==> src/rtl/draw_list_scheduler_pkg.sv <==
// Shared types and sizes for the per-scanline draw-list scheduler.
// Latency: n/a (types only). Backpressure: n/a.
package draw_pkg;
  localparam int N_OBJ  = 16;
  localparam int N_SLOT = 4;
  localparam int XW     = 10;
  localparam int HW     = 6;
  localparam int IW     = $clog2(N_OBJ);
  localparam int SW     = $clog2(N_SLOT);

  typedef struct packed {
    logic [XW-1:0] x;
    logic [XW-1:0] y;
    logic [HW-1:0] h;
    logic          en;
  } obj_t;
endpackage

==> src/rtl/draw_list_scheduler_if.sv <==
// Object-table write bus from game logic plus the active draw list toward the color mapper.
// Latency: n/a (wiring only). Backpressure: none, writes and list are always accepted/valid.
interface draw_list_scheduler_if import draw_pkg::*; ();
  logic                 obj_wr;
  logic [IW-1:0]        obj_idx;
  logic [XW-1:0]        obj_x;
  logic [XW-1:0]        obj_y;
  logic [HW-1:0]        obj_h;
  logic                 obj_en;
  logic [N_SLOT-1:0]    slot_valid;
  logic [XW*N_SLOT-1:0] slot_x;
  logic [IW*N_SLOT-1:0] slot_id;

  modport master (output obj_wr, obj_idx, obj_x, obj_y, obj_h, obj_en,
                  input  slot_valid, slot_x, slot_id);
  modport slave  (input  obj_wr, obj_idx, obj_x, obj_y, obj_h, obj_en,
                  output slot_valid, slot_x, slot_id);
endinterface

==> src/rtl/draw_list_scheduler_obj_table.sv <==
// Staging object table written by game logic, live copy committed in one cycle, live read at rd_idx.
// Latency: write/commit 1 cycle, read combinational. Backpressure: none.
module draw_list_scheduler_obj_table import draw_pkg::*; (
  input  logic          clk,
  input  logic          reset,
  input  logic          wr,
  input  logic [IW-1:0] wr_idx,
  input  obj_t          wr_obj,
  input  logic          commit,
  input  logic [IW-1:0] rd_idx,
  output obj_t          rd_obj
);
  obj_t staging [N_OBJ];
  obj_t live    [N_OBJ];

  always_ff @(posedge clk) begin
    if (reset) begin
      for (int i = 0; i < N_OBJ; i++) begin
        staging[i] <= '0;
        live[i]    <= '0;
      end
    end else begin
      if (wr)
        staging[wr_idx] <= wr_obj;
      // A write landing in the commit cycle is forwarded into the live copy.
      if (commit)
        for (int i = 0; i < N_OBJ; i++)
          live[i] <= (wr && wr_idx == IW'(i)) ? wr_obj : staging[i];
    end
  end

  assign rd_obj = live[rd_idx];
endmodule

==> src/rtl/draw_list_scheduler.sv <==
// Scans the live object table once per line and publishes up to N_SLOT hits at the next line_start.
// Latency: scan N_OBJ cycles; list visible 1 cycle after line_start. Backpressure: none, late scans flagged.
module draw_list_scheduler import draw_pkg::*; (
  input  logic                 Clk,
  input  logic                 Reset,
  input  logic                 frame_start,
  input  logic                 line_start,
  input  logic [XW-1:0]        next_y,
  draw_list_scheduler_if.slave bus,
  output logic                 scan_busy,
  output logic                 line_ovf,
  output logic                 scan_late
);
  typedef enum logic {IDLE, SCAN} state_t;

  state_t               state;
  logic [IW-1:0]        idx;
  logic [XW-1:0]        y_lat;
  logic [N_SLOT-1:0]    pend_vld;
  logic [XW-1:0]        pend_x  [N_SLOT];
  logic [IW-1:0]        pend_id [N_SLOT];
  logic [N_SLOT-1:0]    act_valid;
  logic [XW*N_SLOT-1:0] act_x;
  logic [IW*N_SLOT-1:0] act_id;

  obj_t                 cur;
  obj_t                 wr_obj;
  logic [XW:0]          y11, top11, bot11;
  logic                 hit, free_any, ovf_set, late_set;
  logic [SW-1:0]        free_idx;

  assign wr_obj = {bus.obj_x, bus.obj_y, bus.obj_h, bus.obj_en};

  draw_list_scheduler_obj_table u_table (
    .clk    (Clk),
    .reset  (Reset),
    .wr     (bus.obj_wr),
    .wr_idx (bus.obj_idx),
    .wr_obj (wr_obj),
    .commit (frame_start),
    .rd_idx (idx),
    .rd_obj (cur)
  );

  // 11-bit compare so y+h past the last line cannot wrap back to the top.
  assign y11   = {1'b0, y_lat};
  assign top11 = {1'b0, cur.y};
  assign bot11 = top11 + (XW+1)'(cur.h);
  assign hit   = (state == SCAN) && cur.en && (cur.h != '0) && (y11 >= top11) && (y11 < bot11);

  always_comb begin
    free_any = 1'b0;
    free_idx = '0;
    for (int k = N_SLOT-1; k >= 0; k--)
      if (!pend_vld[k]) begin
        free_any = 1'b1;
        free_idx = SW'(k);
      end
  end

  assign ovf_set  = hit && !free_any && !line_start;
  assign late_set = line_start && (state == SCAN);

  always_ff @(posedge Clk) begin
    if (Reset) begin
      state     <= IDLE;
      idx       <= '0;
      y_lat     <= '0;
      pend_vld  <= '0;
      act_valid <= '0;
      act_x     <= '0;
      act_id    <= '0;
      scan_busy <= 1'b0;
      line_ovf  <= 1'b0;
      scan_late <= 1'b0;
      for (int k = 0; k < N_SLOT; k++) begin
        pend_x[k]  <= '0;
        pend_id[k] <= '0;
      end
    end else begin
      line_ovf  <= ovf_set  | (line_ovf  & ~frame_start);
      scan_late <= late_set | (scan_late & ~frame_start);
      if (line_start) begin
        act_valid <= pend_vld;
        for (int k = 0; k < N_SLOT; k++) begin
          act_x[k*XW +: XW] <= pend_x[k];
          act_id[k*IW +: IW] <= pend_id[k];
        end
        pend_vld  <= '0;
        y_lat     <= next_y;
        idx       <= '0;
        state     <= SCAN;
        scan_busy <= 1'b1;
      end else if (state == SCAN) begin
        if (hit && free_any) begin
          pend_vld[free_idx] <= 1'b1;
          pend_x[free_idx]   <= cur.x;
          pend_id[free_idx]  <= idx;
        end
        if (idx == IW'(N_OBJ-1)) begin
          state     <= IDLE;
          scan_busy <= 1'b0;
        end else begin
          idx <= idx + 1'b1;
        end
      end
    end
  end

  assign bus.slot_valid = act_valid;
  assign bus.slot_x     = act_x;
  assign bus.slot_id    = act_id;
endmodule
==> src/flat_wrapper.sv <==
// flat-port wrapper written by rule: the top's interface ports become plain ports
module draw_list_scheduler_flat import draw_pkg::*;
  (Clk, Reset, frame_start, line_start, next_y, scan_busy, line_ovf, scan_late, bus_obj_wr, bus_obj_idx, bus_obj_x, bus_obj_y, bus_obj_h, bus_obj_en, bus_slot_valid, bus_slot_x, bus_slot_id);
  draw_list_scheduler_if bus_i ();
  input  logic Clk;
  input  logic Reset;
  input  logic frame_start;
  input  logic line_start;
  input  logic [XW-1:0] next_y;
  output logic scan_busy;
  output logic line_ovf;
  output logic scan_late;
  input wire logic [$bits(bus_i.obj_wr)-1:0] bus_obj_wr;
  input wire logic [$bits(bus_i.obj_idx)-1:0] bus_obj_idx;
  input wire logic [$bits(bus_i.obj_x)-1:0] bus_obj_x;
  input wire logic [$bits(bus_i.obj_y)-1:0] bus_obj_y;
  input wire logic [$bits(bus_i.obj_h)-1:0] bus_obj_h;
  input wire logic [$bits(bus_i.obj_en)-1:0] bus_obj_en;
  output wire logic [$bits(bus_i.slot_valid)-1:0] bus_slot_valid;
  output wire logic [$bits(bus_i.slot_x)-1:0] bus_slot_x;
  output wire logic [$bits(bus_i.slot_id)-1:0] bus_slot_id;
  assign bus_i.obj_wr = bus_obj_wr;
  assign bus_i.obj_idx = bus_obj_idx;
  assign bus_i.obj_x = bus_obj_x;
  assign bus_i.obj_y = bus_obj_y;
  assign bus_i.obj_h = bus_obj_h;
  assign bus_i.obj_en = bus_obj_en;
  assign bus_slot_valid = bus_i.slot_valid;
  assign bus_slot_x = bus_i.slot_x;
  assign bus_slot_id = bus_i.slot_id;
  draw_list_scheduler u_core (.Clk(Clk), .Reset(Reset), .frame_start(frame_start), .line_start(line_start), .next_y(next_y), .bus(bus_i), .scan_busy(scan_busy), .line_ovf(line_ovf), .scan_late(scan_late));
endmodule
==> config.mk <==
export PLATFORM = sky130hd
export DESIGN_NAME = draw_list_scheduler_flat
export DESIGN_NICKNAME = d
export VERILOG_FILES = /design/src/rtl/draw_list_scheduler_pkg.sv /design/src/rtl/draw_list_scheduler_if.sv /design/src/rtl/draw_list_scheduler_obj_table.sv /design/src/rtl/draw_list_scheduler.sv /design/src/flat_wrapper.sv
export SDC_FILE = /design/constraint.sdc
export NUM_CORES = 2
export LEC_CHECK = 0
export BUFFER_PORTS_ARGS = -buffer_cell sky130_fd_sc_hd__clkbuf_2
export CAP_MARGIN = 20
export CELL_PAD_IN_SITES_DETAIL_PLACEMENT = 1
export CELL_PAD_IN_SITES_GLOBAL_PLACEMENT = 1
export CORE_UTILIZATION = 45
export CTS_CLUSTER_SIZE = 25
export DETAILED_ROUTE_END_ITERATION = 12
export PLACE_DENSITY = 0.79
export SYNTH_ARGS = -nofsm -noshare
export SYNTH_HDL_FRONTEND = slang
export SYNTH_SLANG_ARGS = --single-unit
==> constraint.sdc <==
create_clock -name Clk -period 7.3 [get_ports Clk]
set_input_delay 0.365 -clock Clk [delete_from_list [all_inputs] [get_ports Clk]]
set_output_delay 0.365 -clock Clk [all_outputs]
set_load 0.005 [all_outputs]
After elaboration in Yosys (flattened, before gate mapping)
Memory sizes are Yosys's and may differ from the RTL's. A register that Yosys moved wholly into a read port is not among the register bits.
Index checks and enable logic that the tools add are counted.
Word-level totals
  register bits after elaboration: 26
  RAM bits: 920
  bits of input ports: 46
  output and inout bits: 63
  logic and storage cells: 167
  memories kept: 4
Memory list
  u_core.u_table.live: depth 16, width 27, read ports 1, clocked after memory_dff 1, wr ports 16, RTL line draw_list_scheduler_obj_table.sv:14  | obj_t live [N_OBJ];
  u_core.u_table.staging: depth 16, width 27, read ports 16, clocked after memory_dff 0, wr ports 16, RTL line draw_list_scheduler_obj_table.sv:13  | obj_t staging [N_OBJ];
  u_core.pend_x: depth 4, width 10, read ports 4, clocked after memory_dff 4, wr ports 4, RTL line draw_list_scheduler.sv:20  | logic [XW-1:0] pend_x [N_SLOT];
  u_core.pend_id: depth 4, width 4, read ports 4, clocked after memory_dff 4, wr ports 4, RTL line draw_list_scheduler.sv:21  | logic [IW-1:0] pend_id [N_SLOT];
Cells by class
  add/sub/neg operators: 2
  order comparisons: 4
  equality and inequality tests: 16
  muxes and demuxes: 72
  bitwise operators: 23
  reductions and logical operators: 38
Operators by type and width (number)
  two-way mux 27 bit: 33
  == test 4 bit, second input constant: 9
  two-way mux 1 bit: 27
  OR reduction 27 bit: 1
  logical AND 1 bit: 25
  OR 1 bit: 18
  == test 4 x 3 -> 1 bit, second input constant: 4
  two-way mux 4 bit: 4
  two-way mux 2 bit: 6
  adder 10 x 6 -> 11 bit: 1
  < comparator 10 x 11 -> 1 bit: 1
  greater-or-equal comparator 10 bit: 1
  two-way mux 10 bit: 1
  OR reduction 10 bit: 1
  == test 4 x 2 -> 1 bit, second input constant: 2
  AND reduction 2 bit: 3
  nonzero test 6 bit: 1
  adder 4 x 1 -> 4 bit, second input constant: 1
  == test 4 x 1 -> 1 bit, second input constant: 1
  zero test 4 bit: 1
  OR 4 bit: 1
  nonzero test 2 bit: 2
  OR reduction 4 bit: 1
  < comparator 2 x 3 -> 1 bit, second input constant: 1
  6 further kinds: 9

Longest topological paths before layout
  depth in word-level cells: 12
  gate-level depth with buffers: 22
  gate-level depth less buffers: 16

By module
A second synthesis with hierarchy kept.
Unflattened totals
  cell total of the unflattened synthesis: 3784
  area, all modules: 45374.8 um2
Modules (own cells, without submodules)
  draw_list_scheduler_obj_table: instances 1, cells each 3260, area each 39474.1 um2, sequential area each 25944.9 um2
  draw_list_scheduler: instances 1, cells each 524, area each 5900.7 um2, sequential area each 3323.2 um2

Worst setup path before layout
No wires, ideal clock.
  path type: reg-to-reg
  from: register with a tool-made name
  to: memory u_core.pend_id[2][0] in the netlist's numbering (enable)
  library setup time: 426 ps
  arrival: 6738 ps
  data required time: 6874 ps
  slack: 136 ps
  stages on the path, launching flop included: 22
  buffers on the path: 6
  clock period less this slack: 7164 ps
  cells stage by stage: dfxtp_1 -> buf_6 -> buf_12 -> buf_6 -> buf_4 -> buf_6 -> buf_2 -> mux4_2 -> mux4_2 -> ha_1 -> fa_1 -> a21o_1 -> a21oi_1 -> o21bai_1 -> a21oi_1 -> nor3_1 -> xor2_1 -> ha_1 -> a21o_1 -> a221oi_1 -> o211ai_4 -> o41ai_1
RTL lines (RTL line)
  to (decl): draw_list_scheduler.sv:21

==> flow_summary.html <==
<table>
<tr><th>Metric</th><th>Value</th></tr>
<tr><th colspan="2">Outcome</th></tr>
<tr><td>Result of the run</td><td>finished, final reports clean</td></tr>
<tr><th colspan="2">Timing</th></tr>
<tr><td>Share of the cycle needed by the critical path after routing</td><td>0.844</td></tr>
<tr><td>Setup repair after global routing missed its margin</td><td>false</td></tr>
<tr><td>Count of endpoints failing setup in the final report</td><td>0</td></tr>
<tr><td>Fin Setup TNS</td><td>0 ns</td></tr>
<tr><td>Transition time at the pin with the least slew margin</td><td>approximately 1.1 ns</td></tr>
<tr><td>Final clock skew</td><td>0.0230 ns</td></tr>
<tr><td>Slew Limit Headroom</td><td>0.251</td></tr>
<tr><td>Final hold violation count</td><td>0</td></tr>
<tr><td>Worst setup slack after layout</td><td>1.14 ns</td></tr>
<tr><td>Pins Over Slew Limit</td><td>0</td></tr>
<tr><td>Post-layout min period</td><td>between 6 and 7 ns</td></tr>
<tr><td>Worst slack on hold paths</td><td>0.167 ns</td></tr>
<tr><td>Top achievable clock speed</td><td>162 MHz</td></tr>
<tr><th colspan="2">Power</th></tr>
<tr><td>Power per Cell Area</td><td>268 nW/um^2</td></tr>
<tr><td>Leak pwr</td><td>19.4 nW</td></tr>
<tr><td>Post-layout total power</td><td>13.0 mW</td></tr>
<tr><td>Max rail drop VDD</td><td>0.206 mV</td></tr>
<tr><th colspan="2">CTS</th></tr>
<tr><td>TritonCTS buffer count</td><td>104</td></tr>
<tr><td>Number of resized instances in the post-cts repair step</td><td>0</td></tr>
<tr><td>Worst-skew pair later-pin latency</td><td>0.69 ns</td></tr>
<tr><td>CTS tree</td><td>built</td></tr>
<tr><td>Bufs on Longest Clock Path</td><td>3</td></tr>
<tr><td>Cell at the root of the clock tree</td><td>clkbuf_16</td></tr>
<tr><td>Post-CTS clock slew at the launch and capture registers of the worst setup and hold paths</td><td>0.06 ns</td></tr>
<tr><td>Clk sink count</td><td>1006</td></tr>
<tr><td>H-tree Lvls</td><td>3</td></tr>
<tr><th colspan="2">Logic synthesis</th></tr>
<tr><td>Mapped Cells</td><td>3338</td></tr>
<tr><td>Top cells by area, synth</td><td>edfxtp_1, mux4_2, nand2_1</td></tr>
<tr><td>Proportion of synthesized flip-flops having asynchronous set or reset</td><td>0</td></tr>
<tr><td>Synthesized Nets</td><td>3411</td></tr>
<tr><td>Count of flip-flops with a built-in enable after synthesis</td><td>920</td></tr>
<tr><td>Number of storage elements in the synthesis netlist</td><td>1006</td></tr>
<tr><td>Total number of yosys warnings</td><td>0</td></tr>
<tr><td>Fraction of the yosys area taken by sequential cells</td><td>0.675</td></tr>
<tr><td>Cell accounting for the most synthesized area</td><td>edfxtp_1</td></tr>
<tr><td>Main flop type after synthesis</td><td>edfxtp_1</td></tr>
<tr><td>Portion of synthesized cell area occupied by the leading cell type</td><td>0.635</td></tr>
<tr><td>Average cell area after synthesis</td><td>between 10 and 15 sq um</td></tr>
<tr><td>Count of different cell masters after synthesis</td><td>59</td></tr>
<tr><td>Post-synthesis instance area</td><td>43500 sq um</td></tr>
<tr><th colspan="2">Die</th></tr>
<tr><td>Site Rows</td><td>113</td></tr>
<tr><td>Die Span X</td><td>313 um</td></tr>
<tr><td>Core outline area</td><td>95300 sq um</td></tr>
<tr><td>Die Span Y</td><td>approximately 310 um</td></tr>
<tr><td>Count of pins on the block boundary</td><td>109</td></tr>
<tr><td>Initial Utilization</td><td>0.456</td></tr>
<tr><td>Total die area</td><td>97900 sq um</td></tr>
<tr><th colspan="2">Route</th></tr>
<tr><td>DRT iter0 DRCs</td><td>3330</td></tr>
<tr><td>Ratio of routed vias to standard cells</td><td>6.16</td></tr>
<tr><td>Post-route ant nets</td><td>0</td></tr>
<tr><td>WL per Instance</td><td>~29 um</td></tr>
<tr><td>Overall routed net length</td><td>135000 um</td></tr>
<tr><td>Post-detailed-route DRC marker count</td><td>0</td></tr>
<tr><td>Number of optimization iterations in the first detailed-route pass</td><td>5</td></tr>
<tr><td>Vias after detailed routing</td><td>between 20k and 30k</td></tr>
<tr><th colspan="2">Place</th></tr>
<tr><td>Worst setup slack after placement</td><td>1.25 ns</td></tr>
<tr><td>Detailed Place HPWL</td><td>76400 um</td></tr>
<tr><td>Count of input and output buffers</td><td>108</td></tr>
<tr><td>Global placement routability congestion</td><td>0.832</td></tr>
<tr><td>Post-Place Cells</td><td>4481</td></tr>
<tr><td>Placed instance area</td><td>around 45000 sq um</td></tr>
<tr><th colspan="2">Final layout</th></tr>
<tr><td>Layout filler cell count</td><td>between 9k and 10k</td></tr>
<tr><td>Final std cell area, no fill</td><td>about 49000 sq um</td></tr>
<tr><td>Post-layout utilization of the core</td><td>0.509</td></tr>
<tr><td>Layout Cells excl Fill</td><td>4691</td></tr>
<tr><td>Layout cells sized above 1</td><td>0.146</td></tr>
<tr><td>Area growth from synthesis to final layout</td><td>11.7%</td></tr>
<tr><td>Most common cell after layout, fill and taps aside</td><td>edfxtp_1</td></tr>
<tr><td>Post-layout nets</td><td>3408</td></tr>
<tr><td>Commonest non-fill, non-tap cells in the layout</td><td>edfxtp_1, nand2_1, a21oi_1</td></tr>
<tr><th colspan="2">Global route</th></tr>
<tr><td>Maximum number of pins on one net before global-route repair</td><td>170</td></tr>
<tr><td>First-pass GRT wire length</td><td>200000 um</td></tr>
<tr><td>Total congestion overflow after global routing</td><td>0</td></tr>
<tr><td>Initial antenna violation count</td><td>6</td></tr>
<tr><td>Vias in the first global route</td><td>30.3k</td></tr>
<tr><td>GR Util All Layers</td><td>0.274</td></tr>
<tr><th colspan="2">Worst setup path</th></tr>
<tr><td>Required time reported for the critical path endpoint</td><td>7.79 ns</td></tr>
<tr><td>Critical path capture point type</td><td>flip-flop</td></tr>
<tr><td>Crit-path max FO</td><td>44</td></tr>
<tr><td>Endpoint arrival time on the critical path</td><td>6.65 ns</td></tr>
<tr><td>Critical path startpoint category</td><td>flip-flop</td></tr>
<tr><td>Startpoint-to-endpoint class of the critical path</td><td>flip-flop to flip-flop</td></tr>
<tr><th colspan="2">Min path</th></tr>
<tr><td>Min-delay src</td><td>frame_start</td></tr>
<tr><td>Path class of the lowest-slack min-delay path</td><td>primary input to flip-flop</td></tr>
<tr><th colspan="2">Run</th></tr>
<tr><td>Reported max-cap violation count</td><td>0</td></tr>
</table>
## worst max-delay path: stages, from the launching register on
cell      delay, ns
dfxtp_4        0.75
mux4_2         0.62
mux4_2         0.54
ha_1           0.27
fa_1           0.46
a21o_1         0.18
a21oi_1        0.26
o21bai_1       0.10
a21oi_1        0.37
nor3_1         0.12
xor2_1         0.16
ha_1           0.31
a21o_1         0.16
a221oi_1       0.58
o211ai_4       0.32
buf_4          0.37
nor4_1         0.33
## cell usage after synthesis, types with 8 or more instances
master	n
a21o_1	167
a21oi_1	286
and3_1	263
buf_2	8
buf_6	10
clkbuf_1	266
dfxtp_1	86
edfxtp_1	920
ha_1	26
inv_1	23
mux2i_1	73
mux4_2	126
nand2_1	639
nand3_1	18
nor2_1	281
nor2b_1	8
nor3_1	18
nor4_1	18
nor4b_2	9
## power breakdown
group / internal (mW) / switching [mW]
logic: 0.294 / 0.625
registers: 6.68 / 0.151
clock network: 2.97 / 2.30
## cell type report
cell class                 instances  area (sq um)  share of cell area
antenna                            4          10.0            0.000206
clock buffer                     135          2780              0.0573
clock inverter                    58           517              0.0106
inverter                          25          98.8             0.00204
multi-input combinational       2011         13000               0.267
sequential                      1006         29400               0.605
tap                             1265          1580              0.0326
timing repair buffer             187          1230              0.0254
## state kept, by name, summed over array words and instances (netlist names), 4 cells and up, named ones only
signal                  flops
u_core.pend_vld             4
u_core.bus.slot_valid       4
u_core.idx                  4
u_core.y_lat               10
u_core.pend_x              40
u_core.u_table.staging    432
u_core.u_table.live       432
bus_slot_id                16
bus_slot_x                 40
u_core.pend_id             16
## timing repair
item / in CTS / in global routing
hold endpoints to repair: 10 / 0
hold buffers: 10 / 0
setup buffers: 0 / 0
## cells by family (layout without fill, tap and decap cells)
kind of cell,Yosys count,count (layout),share of synthesized area
AOI/OAI and AO/OA,495,495,0.0696
xor gates and xnor gates,9,9,0.00181
adders and majority gates,27,27,0.00794
buffers and inverters,321,405,0.0306
DFF,1006,1006,0.675
muxes,201,201,0.0826
other,0,4,0
and+or+nand+nor,1279,1279,0.132
## final timing paths
kind,endpoint,slack (ns),cells past startpoint
max reg2reg,u_core.pend_x[2][9]$_SDFFCE_PN0P_,1.14,16
min reg2reg,u_core.scan_late$_SDFF_PP0_,0.49,2
max,u_core.pend_x[2][9]$_SDFFCE_PN0P_,1.14,16
min,u_core.scan_late$_SDFF_PP0_,0.17,3
## per-layer routing
layer | GRT usage | up-vias | wire [um]
met3 | 0.0501 | 272 | 11600
met2 | 0.459 | 1503 | 66700
li1 | - | 12173 | -
met1 | 0.361 | 14955 | 52400
met5 | 0 | - | 22
met4 | 0.0938 | 4 | 4020
(Power assumes the default switching activity.)
